[src/rtl/ps2_pkg.sv]
// Shared PS/2 constants, frame state encoding and key-event field layout.
package ps2_pkg;

  localparam logic [7:0] PS2_EXT   = 8'hE0;
  localparam logic [7:0] PS2_BRK   = 8'hF0;
  localparam logic [7:0] PS2_PAUSE = 8'hE1;

  localparam int unsigned KEY_W       = 11;
  localparam int unsigned KEY_TOGGLE  = 10;
  localparam int unsigned KEY_PRESSED = 9;
  localparam int unsigned KEY_EXT     = 8;

  localparam int unsigned SKIP_W      = 3;
  localparam logic [SKIP_W-1:0] PAUSE_SKIP  = 3'd7;
  localparam logic [9:0]        PAUSE_EVENT = 10'h377;

  typedef enum logic [1:0] {
    ST_IDLE,
    ST_DATA,
    ST_PARITY,
    ST_STOP
  } frame_state_e;

  // Device replies that carry no key meaning when no prefix is pending
  function automatic logic is_reply_code(input logic [7:0] code);
    return (code == 8'hFA) || (code == 8'hAA) || (code == 8'hEE) ||
           (code == 8'hFE) || (code == 8'h00) || (code == 8'hFF);
  endfunction

  // E0 12 / E0 59 are the fake shifts some keyboards wrap around extended keys
  function automatic logic is_fake_shift(input logic [7:0] code);
    return (code == 8'h12) || (code == 8'h59);
  endfunction

endpackage

[src/rtl/ps2_host_rx_if.sv]
// PS/2 line inputs plus received byte / key event outputs of one port.
interface ps2_host_rx_if;
  import ps2_pkg::*;

  logic              ps2_clk;
  logic              ps2_data;
  logic [7:0]        rx_byte;
  logic              rx_strobe;
  logic              rx_err;
  logic [KEY_W-1:0]  ps2_key;

  // Device side: drives the lines, consumes bytes and key events
  modport master (
    output ps2_clk, ps2_data,
    input  rx_byte, rx_strobe, rx_err, ps2_key
  );

  // Receiver side
  modport slave (
    input  ps2_clk, ps2_data,
    output rx_byte, rx_strobe, rx_err, ps2_key
  );
endinterface

[src/rtl/ps2_line_filter.sv]
// Two-flop synchroniser followed by a stability filter; idle level is high.
module ps2_line_filter #(
  parameter int unsigned FILT = 8
) (
  input  logic clk_sys,
  input  logic reset_n,
  input  logic line,
  output logic filt
);

  localparam int unsigned CW = (FILT > 2) ? $clog2(FILT) : 1;

  logic [1:0]    sync_q;
  logic [CW-1:0] cnt_q;

  // Filtered level follows only after FILT consecutive differing samples
  always_ff @(posedge clk_sys or negedge reset_n) begin
    if (!reset_n) begin
      sync_q <= 2'b11;
      cnt_q  <= '0;
      filt   <= 1'b1;
    end else begin
      sync_q <= {sync_q[0], line};
      if (sync_q[1] == filt) begin
        cnt_q <= '0;
      end else if (cnt_q == CW'(FILT - 1)) begin
        filt  <= sync_q[1];
        cnt_q <= '0;
      end else begin
        cnt_q <= cnt_q + 1'b1;
      end
    end
  end

endmodule

[src/rtl/ps2_host_rx.sv]
// PS/2 receiver: filters the lines, deserialises 11-bit frames and decodes
// set-2 prefixes into {toggle, pressed, extended, code} key events.
module ps2_host_rx
  import ps2_pkg::*;
#(
  parameter int unsigned FILT    = 8,
  parameter int unsigned TIMEOUT = 4000
) (
  input  logic          clk_sys,
  input  logic          reset_n,
  ps2_host_rx_if.slave  ps2
);

  localparam int unsigned TW = $clog2(TIMEOUT + 1);
  localparam int unsigned BW = 3;

  logic clk_f, data_f, clk_prev_q, fall_c;

  ps2_line_filter #(.FILT(FILT)) u_clk_filt (
    .clk_sys (clk_sys),
    .reset_n (reset_n),
    .line    (ps2.ps2_clk),
    .filt    (clk_f)
  );

  ps2_line_filter #(.FILT(FILT)) u_data_filt (
    .clk_sys (clk_sys),
    .reset_n (reset_n),
    .line    (ps2.ps2_data),
    .filt    (data_f)
  );

  assign fall_c = clk_prev_q & ~clk_f;

  frame_state_e     state_q, state_d;
  logic [7:0]       shreg_q, shreg_d;
  logic [BW-1:0]    bitcnt_q, bitcnt_d;
  logic             par_q, par_d;
  logic [TW-1:0]    to_q, to_d;
  logic [7:0]       byte_q, byte_d;
  logic             stb_q, stb_d;
  logic             err_q, err_d;

  logic [KEY_W-1:0]  key_q, key_d;
  logic              ext_q, ext_d;
  logic              brk_q, brk_d;
  logic [SKIP_W-1:0] skip_q, skip_d;

  always_ff @(posedge clk_sys or negedge reset_n) begin
    if (!reset_n) begin
      clk_prev_q <= 1'b1;
      state_q    <= ST_IDLE;
      shreg_q    <= '0;
      bitcnt_q   <= '0;
      par_q      <= 1'b0;
      to_q       <= '0;
      byte_q     <= '0;
      stb_q      <= 1'b0;
      err_q      <= 1'b0;
      key_q      <= '0;
      ext_q      <= 1'b0;
      brk_q      <= 1'b0;
      skip_q     <= '0;
    end else begin
      clk_prev_q <= clk_f;
      state_q    <= state_d;
      shreg_q    <= shreg_d;
      bitcnt_q   <= bitcnt_d;
      par_q      <= par_d;
      to_q       <= to_d;
      byte_q     <= byte_d;
      stb_q      <= stb_d;
      err_q      <= err_d;
      key_q      <= key_d;
      ext_q      <= ext_d;
      brk_q      <= brk_d;
      skip_q     <= skip_d;
    end
  end

  // Frame FSM: start, 8 data LSB first, odd parity, stop; watchdog on clock falls
  always_comb begin
    state_d  = state_q;
    shreg_d  = shreg_q;
    bitcnt_d = bitcnt_q;
    par_d    = par_q;
    byte_d   = byte_q;
    stb_d    = 1'b0;
    err_d    = 1'b0;
    to_d     = (state_q == ST_IDLE || fall_c) ? '0 : to_q + 1'b1;

    if (state_q != ST_IDLE && !fall_c && to_q == TW'(TIMEOUT - 1)) begin
      err_d   = 1'b1;
      state_d = ST_IDLE;
    end else if (fall_c) begin
      case (state_q)
        ST_IDLE: begin
          if (!data_f) begin
            state_d  = ST_DATA;
            bitcnt_d = '0;
          end
        end
        ST_DATA: begin
          shreg_d = {data_f, shreg_q[7:1]};
          if (bitcnt_q == BW'(7)) state_d  = ST_PARITY;
          else                    bitcnt_d = bitcnt_q + 1'b1;
        end
        ST_PARITY: begin
          par_d   = data_f;
          state_d = ST_STOP;
        end
        ST_STOP: begin
          if (par_q == ~^shreg_q && data_f) begin
            byte_d = shreg_q;
            stb_d  = 1'b1;
          end else begin
            err_d  = 1'b1;
          end
          state_d = ST_IDLE;
        end
        default: state_d = ST_IDLE;
      endcase
    end
  end

  // Set-2 decoder: prefixes persist across frames until a code consumes them
  always_comb begin
    key_d  = key_q;
    ext_d  = ext_q;
    brk_d  = brk_q;
    skip_d = skip_q;

    if (err_q) begin
      ext_d  = 1'b0;
      brk_d  = 1'b0;
      skip_d = '0;
    end else if (stb_q) begin
      if (skip_q != '0) begin
        skip_d = skip_q - 1'b1;
        if (skip_q == SKIP_W'(1)) key_d = {~key_q[KEY_TOGGLE], PAUSE_EVENT};
      end else if (byte_q == PS2_PAUSE) begin
        skip_d = PAUSE_SKIP;
      end else if (byte_q == PS2_EXT) begin
        ext_d = 1'b1;
      end else if (byte_q == PS2_BRK) begin
        brk_d = 1'b1;
      end else if (ext_q && is_fake_shift(byte_q)) begin
        ext_d = 1'b0;
        brk_d = 1'b0;
      end else if (ext_q || brk_q || !is_reply_code(byte_q)) begin
        key_d[KEY_TOGGLE]  = ~key_q[KEY_TOGGLE];
        key_d[KEY_PRESSED] = ~brk_q;
        key_d[KEY_EXT]     = ext_q;
        key_d[7:0]         = byte_q;
        ext_d = 1'b0;
        brk_d = 1'b0;
      end
    end
  end

  assign ps2.rx_byte   = byte_q;
  assign ps2.rx_strobe = stb_q;
  assign ps2.rx_err    = err_q;
  assign ps2.ps2_key   = key_q;

endmodule

[src/flat_wrapper.sv]
// flat-port wrapper written by rule: the top's interface ports become plain ports
module ps2_host_rx_flat import ps2_pkg::*;
#(
  parameter int unsigned FILT    = 8,
  parameter int unsigned TIMEOUT = 4000
)
  (clk_sys, reset_n, ps2_ps2_clk, ps2_ps2_data, ps2_rx_byte, ps2_rx_strobe, ps2_rx_err, ps2_ps2_key);
  ps2_host_rx_if ps2_i ();
  input  logic clk_sys;
  input  logic reset_n;
  input wire logic [$bits(ps2_i.ps2_clk)-1:0] ps2_ps2_clk;
  input wire logic [$bits(ps2_i.ps2_data)-1:0] ps2_ps2_data;
  output wire logic [$bits(ps2_i.rx_byte)-1:0] ps2_rx_byte;
  output wire logic [$bits(ps2_i.rx_strobe)-1:0] ps2_rx_strobe;
  output wire logic [$bits(ps2_i.rx_err)-1:0] ps2_rx_err;
  output wire logic [$bits(ps2_i.ps2_key)-1:0] ps2_ps2_key;
  assign ps2_i.ps2_clk = ps2_ps2_clk;
  assign ps2_i.ps2_data = ps2_ps2_data;
  assign ps2_rx_byte = ps2_i.rx_byte;
  assign ps2_rx_strobe = ps2_i.rx_strobe;
  assign ps2_rx_err = ps2_i.rx_err;
  assign ps2_ps2_key = ps2_i.ps2_key;
  ps2_host_rx #(.FILT(FILT), .TIMEOUT(TIMEOUT)) u_core (.clk_sys(clk_sys), .reset_n(reset_n), .ps2(ps2_i));
endmodule
[config.mk]
export PLATFORM = sky130hd
export DESIGN_NAME = ps2_host_rx_flat
export DESIGN_NICKNAME = d
export VERILOG_FILES = /design/src/rtl/ps2_pkg.sv /design/src/rtl/ps2_host_rx_if.sv /design/src/rtl/ps2_line_filter.sv /design/src/rtl/ps2_host_rx.sv /design/src/flat_wrapper.sv
export SDC_FILE = /design/constraint.sdc
export NUM_CORES = 1
export LEC_CHECK = 0
export BUFFER_PORTS_ARGS = -buffer_cell sky130_fd_sc_hd__buf_2
export CAP_MARGIN = 20
export CORE_MARGIN = 4
export CORE_UTILIZATION = 49
export CTS_CLUSTER_DIAMETER = 40
export DETAILED_ROUTE_END_ITERATION = 7
export GPL_TIMING_DRIVEN = 0
export PLACE_DENSITY_LB_ADDON = 0.25
export SETUP_SLACK_MARGIN = 0.2
export SYNTH_ARGS = -nofsm -noshare
export SYNTH_HDL_FRONTEND = slang
export SYNTH_SLANG_ARGS = --single-unit
[constraint.sdc]
create_clock -name clk_sys -period 2.3 [get_ports clk_sys]
set_clock_uncertainty 0.1 [all_clocks]
set_input_delay 0.345 -clock clk_sys [delete_from_list [all_inputs] [get_ports clk_sys]]
set_output_delay 0.345 -clock clk_sys [all_outputs]
set_load 0.05 [all_outputs]
==> results of run 1 <==
[final timing paths]
path                                                             start                                      to  slack [ps]  cells after the start
worst max register to register      u_core.u_clk_filt.filt$_DFFE_PN1P_          u_core.bitcnt_q[2]$_DFFE_PN0P_         100                      7
worst max-delay path                u_core.u_clk_filt.filt$_DFFE_PN1P_          u_core.bitcnt_q[2]$_DFFE_PN0P_         100                      7
min in group clk_sys            u_core.u_data_filt.sync_q[0]$_DFF_PN1_  u_core.u_data_filt.sync_q[1]$_DFF_PN1_         260                      0
worst min register to register  u_core.u_data_filt.sync_q[0]$_DFF_PN1_  u_core.u_data_filt.sync_q[1]$_DFF_PN1_         260                      0
max in group asynchronous                                      reset_n       u_core.ps2.rx_byte[4]$_DFFE_PN0P_        1550                      1
worst min-delay path                                           reset_n    u_core.u_clk_filt.cnt_q[1]$_DFF_PN0_         -10                      1
[power groups by stage]
stage / Combinational (uW) / Clock (uW) / Sequential [uW]
after CTS: 609 / 1040 / 1360
after detailed placement: 503 / 0 / 1400
after floorplan: 386 / 0 / 1380
after global routing: 709 / 1090 / 1380
after global placement: 488 / 0 / 1390
final: 609 / 1020 / 1360
[what timing repair did]
item,CTS,global route
cloned,0,0
setup endpoints to repair,26,18
endpoints found under the hold margin,2,0
hold buffers,2,0
gates resized for setup,5,16
pin swaps,4,9
buffers inserted,13,2
[cells in the mapped netlist]
master     instances
a2111oi_2          1
a2111oi_4          1
a211oi_1           1
a21oi_1           12
a22oi_1            1
a2bb2oi_1          1
a31oi_1            2
and2_1             4
and3_1             3
buf_1              1
buf_2              2
buf_8              1
clkbuf_1           2
dfrtp_1           58
dfstp_2            7
ha_1              14
inv_1             12
maj3_1             1
mux2_2            19
mux2i_1            1
nand2_1           19
nand2b_1           2
nand3_1            9
nand4_1            4
nand4b_1           2
nor2_1            29
nor2b_1            2
nor3_1             3
nor3b_1            3
nor4_1             3
o2111ai_1          1
o21a_1             1
o21ai_0           12
o31ai_1            1
o41ai_4            1
or2_1              1
or2_2              4
or3_1              3
or4b_1             1
or4b_4             1
xnor2_1           10
xor2_1            10
[flip-flops by register name, indices dropped and copies added (netlist names), 2 cells and up]
register / count
u_core.u_data_filt.sync_q: 2
u_core.skip_q: 3
u_core.u_clk_filt.cnt_q: 3
u_core.bitcnt_q: 3
u_core.u_data_filt.cnt_q: 3
u_core.to_q: 12
u_core.shreg_q: 8
u_core.u_clk_filt.sync_q: 2
u_core.ps2.ps2_key: 11
u_core.ps2.rx_byte: 8
u_core.state_q: 2
[critical path: stages, from the launching register on]
cell,delay [ps]
dfstp_2,540
nor2b_1,40
buf_4,130
or2_4,220
or4b_4,480
or3_4,420
nand3_2,80
o21ai_1,50
[layer usage]
metal,part of all wire [%],wire (microns)
met1,46,2471
met2,48,2542
met3,4.3,228
met4,1.8,94
met5,0,0
[cell families (layout without fill, tap and decap cells)]
group | after synthesis | count (layout) | share of synthesized area (%)
simple gates | 93 | 93 | 15.46
xor+xnor | 20 | 20 | 5.804
compound gates | 35 | 35 | 8.293
mux | 20 | 20 | 7.421
buf+inv | 18 | 75 | 2.695
fa+ha+maj | 15 | 15 | 6.136
flops | 65 | 65 | 54.19
[layout make-up]
type,instances,area (sq um)
Buffer,6,38.79
Clock buffer,12,165.2
Clock inverter,4,50.05
Fill cell,485,2257
Inverter,12,45.04
Multi-Input combinational cell,183,1406
Sequential cell,65,1644
Tap cell,75,93.84
Timing Repair Buffer,41,255.2
[stage by stage]
stage	instance area (sq um)	util [%]	instances	worst slack [ps]	hold WS, ps
after floorplan	3069	-	266	94.05	-50.59
after global placement	3283	55.13	365	41.11	246.4
after detailed placement	3286	55.17	365	13.74	249.5
after CTS	3636	61.05	396	114.2	5.737
after global routing	3699	62.10	398	24.29	45.77
final	3699	62.10	398	98.93	-9.922
==> results_dict.tcl, run 1 <==
set metrics [dict create \
    path_clk_slew_ps 80 \
    antenna_found_initial 0 \
    ys_ff_latch 65 \
    path_class "reg -> reg" \
    critPathMaxFanout 4 \
    slew_violations 0 \
    grt_usage_pct 16.03 \
    power_frac_comb_pct 20.4 \
    setup_violations 0 \
    grt_max_degree 66 \
    syn_area_per_cell_sq_um 11.35 \
    grt_pass1_vias 2131 \
    slew_headroom_pct 47.59 \
    violations "hold timing" \
    use_met1_pct 20.04 \
    clockBufferDepth 2 \
    cts_root_buf "clkbuf_8" \
    hold_path.class "in -> async" \
    start_util_pct 50.67 \
    fp.dieW_microns 86.48 \
    final_common_cell "dfrtp_1" \
    synth_nets 284 \
    busiest_layer "met2" \
    nets 336 \
    synth_area_leader_cell "dfrtp_1" \
    via_per_inst 5.121 \
    min_period_over_period_pct 95.70 \
    tns_ps 0 \
    drt_pass1_iterations 4 \
    intPower_uw 2160 \
    drc 0 \
    ant_nets 0 \
    required_ps 2410 \
    p_total_uw 2991 \
    synth_area_leaders "dfrtp_1 48%, mux2_2 7.1%, dfstp_2 6.1%" \
    ir_worst_vdd_v 0.0005492 \
    diodes 0 \
    io_buffers 24 \
    syn_inst 266 \
    fmax_mhz 454.3 \
    yosys_warnings 0 \
    routed_wl_microns 5336 \
    cts_tree "done" \
    syn2layout_area_growth_pct 22.55 \
    grt_use_met2_pct 25.03 \
    ios 25 \
    hold-worst-slack_ps -9.922 \
    core_sq_um 5956 \
    clock-sinks 65 \
    fp.dieH_microns 86.48 \
    seqPwrFrac_pct 45.6 \
    clockPowerShare_pct 34.1 \
    place_congestion 0.7917 \
    first_iter_violations 67 \
    cts_made_buffers 9 \
    ys_types 42 \
    crit_path_end_kind "register" \
    power_switching_uw 830.8 \
    yosysSeqAreaShare_pct 54.19 \
    max-cap-violations 0 \
    grt_pass1_wl_microns 9363 \
    dieArea_sq_um 7479 \
    yosysTopAreaCellShare_pct 48.09 \
    clkLatencyLatePin_ps 350 \
    layout_common_cells "51 x dfrtp_1, 25 x nor2_1, 24 x buf_2" \
    drive_gt1_share_pct 37.46 \
    p_leak_uw 0.001805 \
    grt.overflow.total 0 \
    dpl.hpwl_microns 3465 \
    arrival_ps 2310 \
    htree_num_levels 3 \
    cp-start-kind "register" \
    netlist_area_sq_um 3018 \
    status "finished, violations left" \
    avgRoutedWirePerCell_microns 13.41 \
    finalHoldViolCount 13 \
    vias 2038 \
    powerDensity_nw_per_um2 808.6 \
    p_sw_share_pct 27.78 \
    num_rows 28 \
    worstMarginPinSlew_ps 786.1 \
    period_needed_ps 2201 \
    rsz0062_at_grt "true" \
    met3_usage_pct 5.038 \
]
No activity file was read; power rests on OpenSTA's default activity.
==> run 2, diff against run 1 <==
--- a/config.mk
+++ b/config.mk
@@ -9,6 +9,7 @@
 export CAP_MARGIN = 20
 export CORE_MARGIN = 4
 export CORE_UTILIZATION = 49
+export CTS_BUF_LIST = sky130_fd_sc_hd__clkbuf_4 sky130_fd_sc_hd__clkbuf_8 sky130_fd_sc_hd__clkbuf_16
 export CTS_CLUSTER_DIAMETER = 40
 export DETAILED_ROUTE_END_ITERATION = 7
 export GPL_TIMING_DRIVEN = 0
@@ -17,3 +18,4 @@
 export SYNTH_ARGS = -nofsm -noshare
 export SYNTH_HDL_FRONTEND = slang
 export SYNTH_SLANG_ARGS = --single-unit
+export TNS_END_PERCENT = 10
==> results_dict.tcl, run 2 (synthesis gave the netlist of run 1 again) <==
set metrics [dict create \
    start_util_pct 50.67 \
    clock-sinks 65 \
    cts_made_buffers 9 \
    dpl.hpwl_microns 3279 \
    placed_cell_area_sq_um 3259 \
    max-cap-violations 0 \
    crit_path_end_kind "register" \
    nets 342 \
    syn2layout_area_growth_pct 21.52 \
    clockBufferDepth 2 \
    drive_gt1_share_pct 33.43 \
    grt_usage_pct 15.13 \
    grt_pass1_wl_microns 8811 \
    dpl.cell_count 365 \
    worstMarginPinSlew_ps 795.8 \
    drt_pass1_iterations 4 \
    ios 25 \
    grt_pass1_vias 1940 \
    reg2reg_depth 7 \
    p_leak_uw 0.001856 \
    fmax_mhz 446.6 \
    violations "hold timing" \
    rsz0062_at_grt "true" \
    drc 0 \
    hold-worst-slack_ps -8.495 \
    layout_common_cells "52 x dfrtp_1, 29 x nor2_1, 24 x buf_2" \
    required_ps 2460 \
    largest_reg_flops 12 \
    grt.overflow.total 0 \
    min_period_over_period_pct 97.34 \
    io_buffers 24 \
    critPathMaxFanout 5 \
    final_cells 404 \
    fin_area_sq_um 3667 \
    status "finished, violations left" \
    path_clk_slew_ps 70 \
    slew_headroom_pct 46.95 \
    r2r-start "u_core.ps2.rx_byte[0]$_DFFE_PN0P_" \
    core_sq_um 5956 \
    vias 2092 \
    p_total_uw 2831 \
    fp.dieW_microns 86.48 \
    fp.dieH_microns 86.48 \
    finalHoldViolCount 14 \
    first_iter_violations 65 \
    final_common_cell "dfrtp_1" \
    cts_tree "done" \
    largest-register "u_core.to_q" \
    num_rows 28 \
    hold_path.class "in -> async" \
    grt_max_degree 66 \
    clkLatencyLatePin_ps 340 \
    ant_nets 0 \
    startpoint "u_core.ps2.rx_byte[0]$_DFFE_PN0P_" \
    powerDensity_nw_per_um2 771.9 \
    period_needed_ps 2239 \
    routed_wl_microns 5449 \
    ir_worst_vdd_v 0.0004885 \
    num-fill-cells 478 \
    cp-start-kind "register" \
    dieArea_sq_um 7479 \
    cts_root_buf "clkbuf_8" \
    place_congestion 0.7362 \
    antenna_found_initial 0 \
    via_per_inst 5.178 \
    path_class "reg -> reg" \
    avgRoutedWirePerCell_microns 13.49 \
    setup_violations 0 \
    slew_violations 0 \
    arrival_ps 2400 \
    htree_num_levels 3 \
    diodes 0 \
]
run 2: changes by cell type in the layout (fill, tap and decap cells not counted), sizes merged:
cell,delta
bufinv,-1
buf,+4
clkinvlp,-2
clkbuf,+3
clkinv,+2
run 2: per-stage QoR:
step	worst slack (ps)	util [%]	TNS, ps
after floorplan	91.93	-	0
after global placement	12.41	54.68	0
after detailed placement	7.553	54.73	0
after CTS	74.39	59.10	0
after global routing	-7.682	61.58	-7.682
final	61.10	61.58	0
run 2: layout make-up:
class	instances	area (sq um)	area share, %
clock inverter	3	15.01	0.4094
sequential	65	1643	44.80
buffer	6	38.79	1.058
multi-input combinational	183	1338	36.47
tap	75	93.84	2.559
inverter	12	45.04	1.228
clock buffer	13	166.4	4.538
timing repair buffer	47	327.8	8.939
run 2: timing repair:
| action | 4_1_cts | 5_1_grt |
|---|---|---|
| endpoints found under the hold margin | 2 | 0 |
| endpoints found under the setup margin | 27 | 26 |
| hold buffers | 2 | 0 |
| gates resized for setup | 6 | 1 |
| gates cloned | 0 | 1 |
| pin swaps | 5 | 5 |
| setup buffers | 5 | 15 |
run 2: worst paths after layout:
kind	endpoint	slack (ps)
worst max-delay path	u_core.ps2.ps2_key[4]$_DFFE_PN0P_	60
worst min-delay path	u_core.skip_q[2]$_DFFE_PN0P_	-8
worst max register to register	u_core.ps2.ps2_key[4]$_DFFE_PN0P_	60
worst min register to register	u_core.u_clk_filt.sync_q[1]$_DFF_PN1_	260
max in group asynchronous	u_core.ps2.rx_byte[3]$_DFFE_PN0P_	1550
min in group clk_sys	u_core.u_clk_filt.sync_q[1]$_DFF_PN1_	260
run 2: worst max-delay path, cell delays in order (launching register included):
cell	delay (ps)
dfrtp_2	440
or4b_4	550
a2111oi_4	420
a2111oi_4	120
o41ai_4	100
clkbuf_2	250
nor2_1	60
a21oi_1	130
run 2: layer usage:
layer  vias to the layer above  global-route usage, %  share of wire, %
met3                        12                  3.992               4.9
met4                         0                  9.773               2.3
met2                        43                  22.46                46
met1                       999                  19.54                46
met5                         -                      0                 0
li1                       1038                      -                 -
run 2: power breakdown:
group / leakage [uW] / total (uW) / switching, uW / internal [uW]
sequential: 0.000861 / 1360 / 74.4 / 1290
clock: 0.000100 / 883 / 414 / 469
combinational: 0.000896 / 585 / 310 / 275
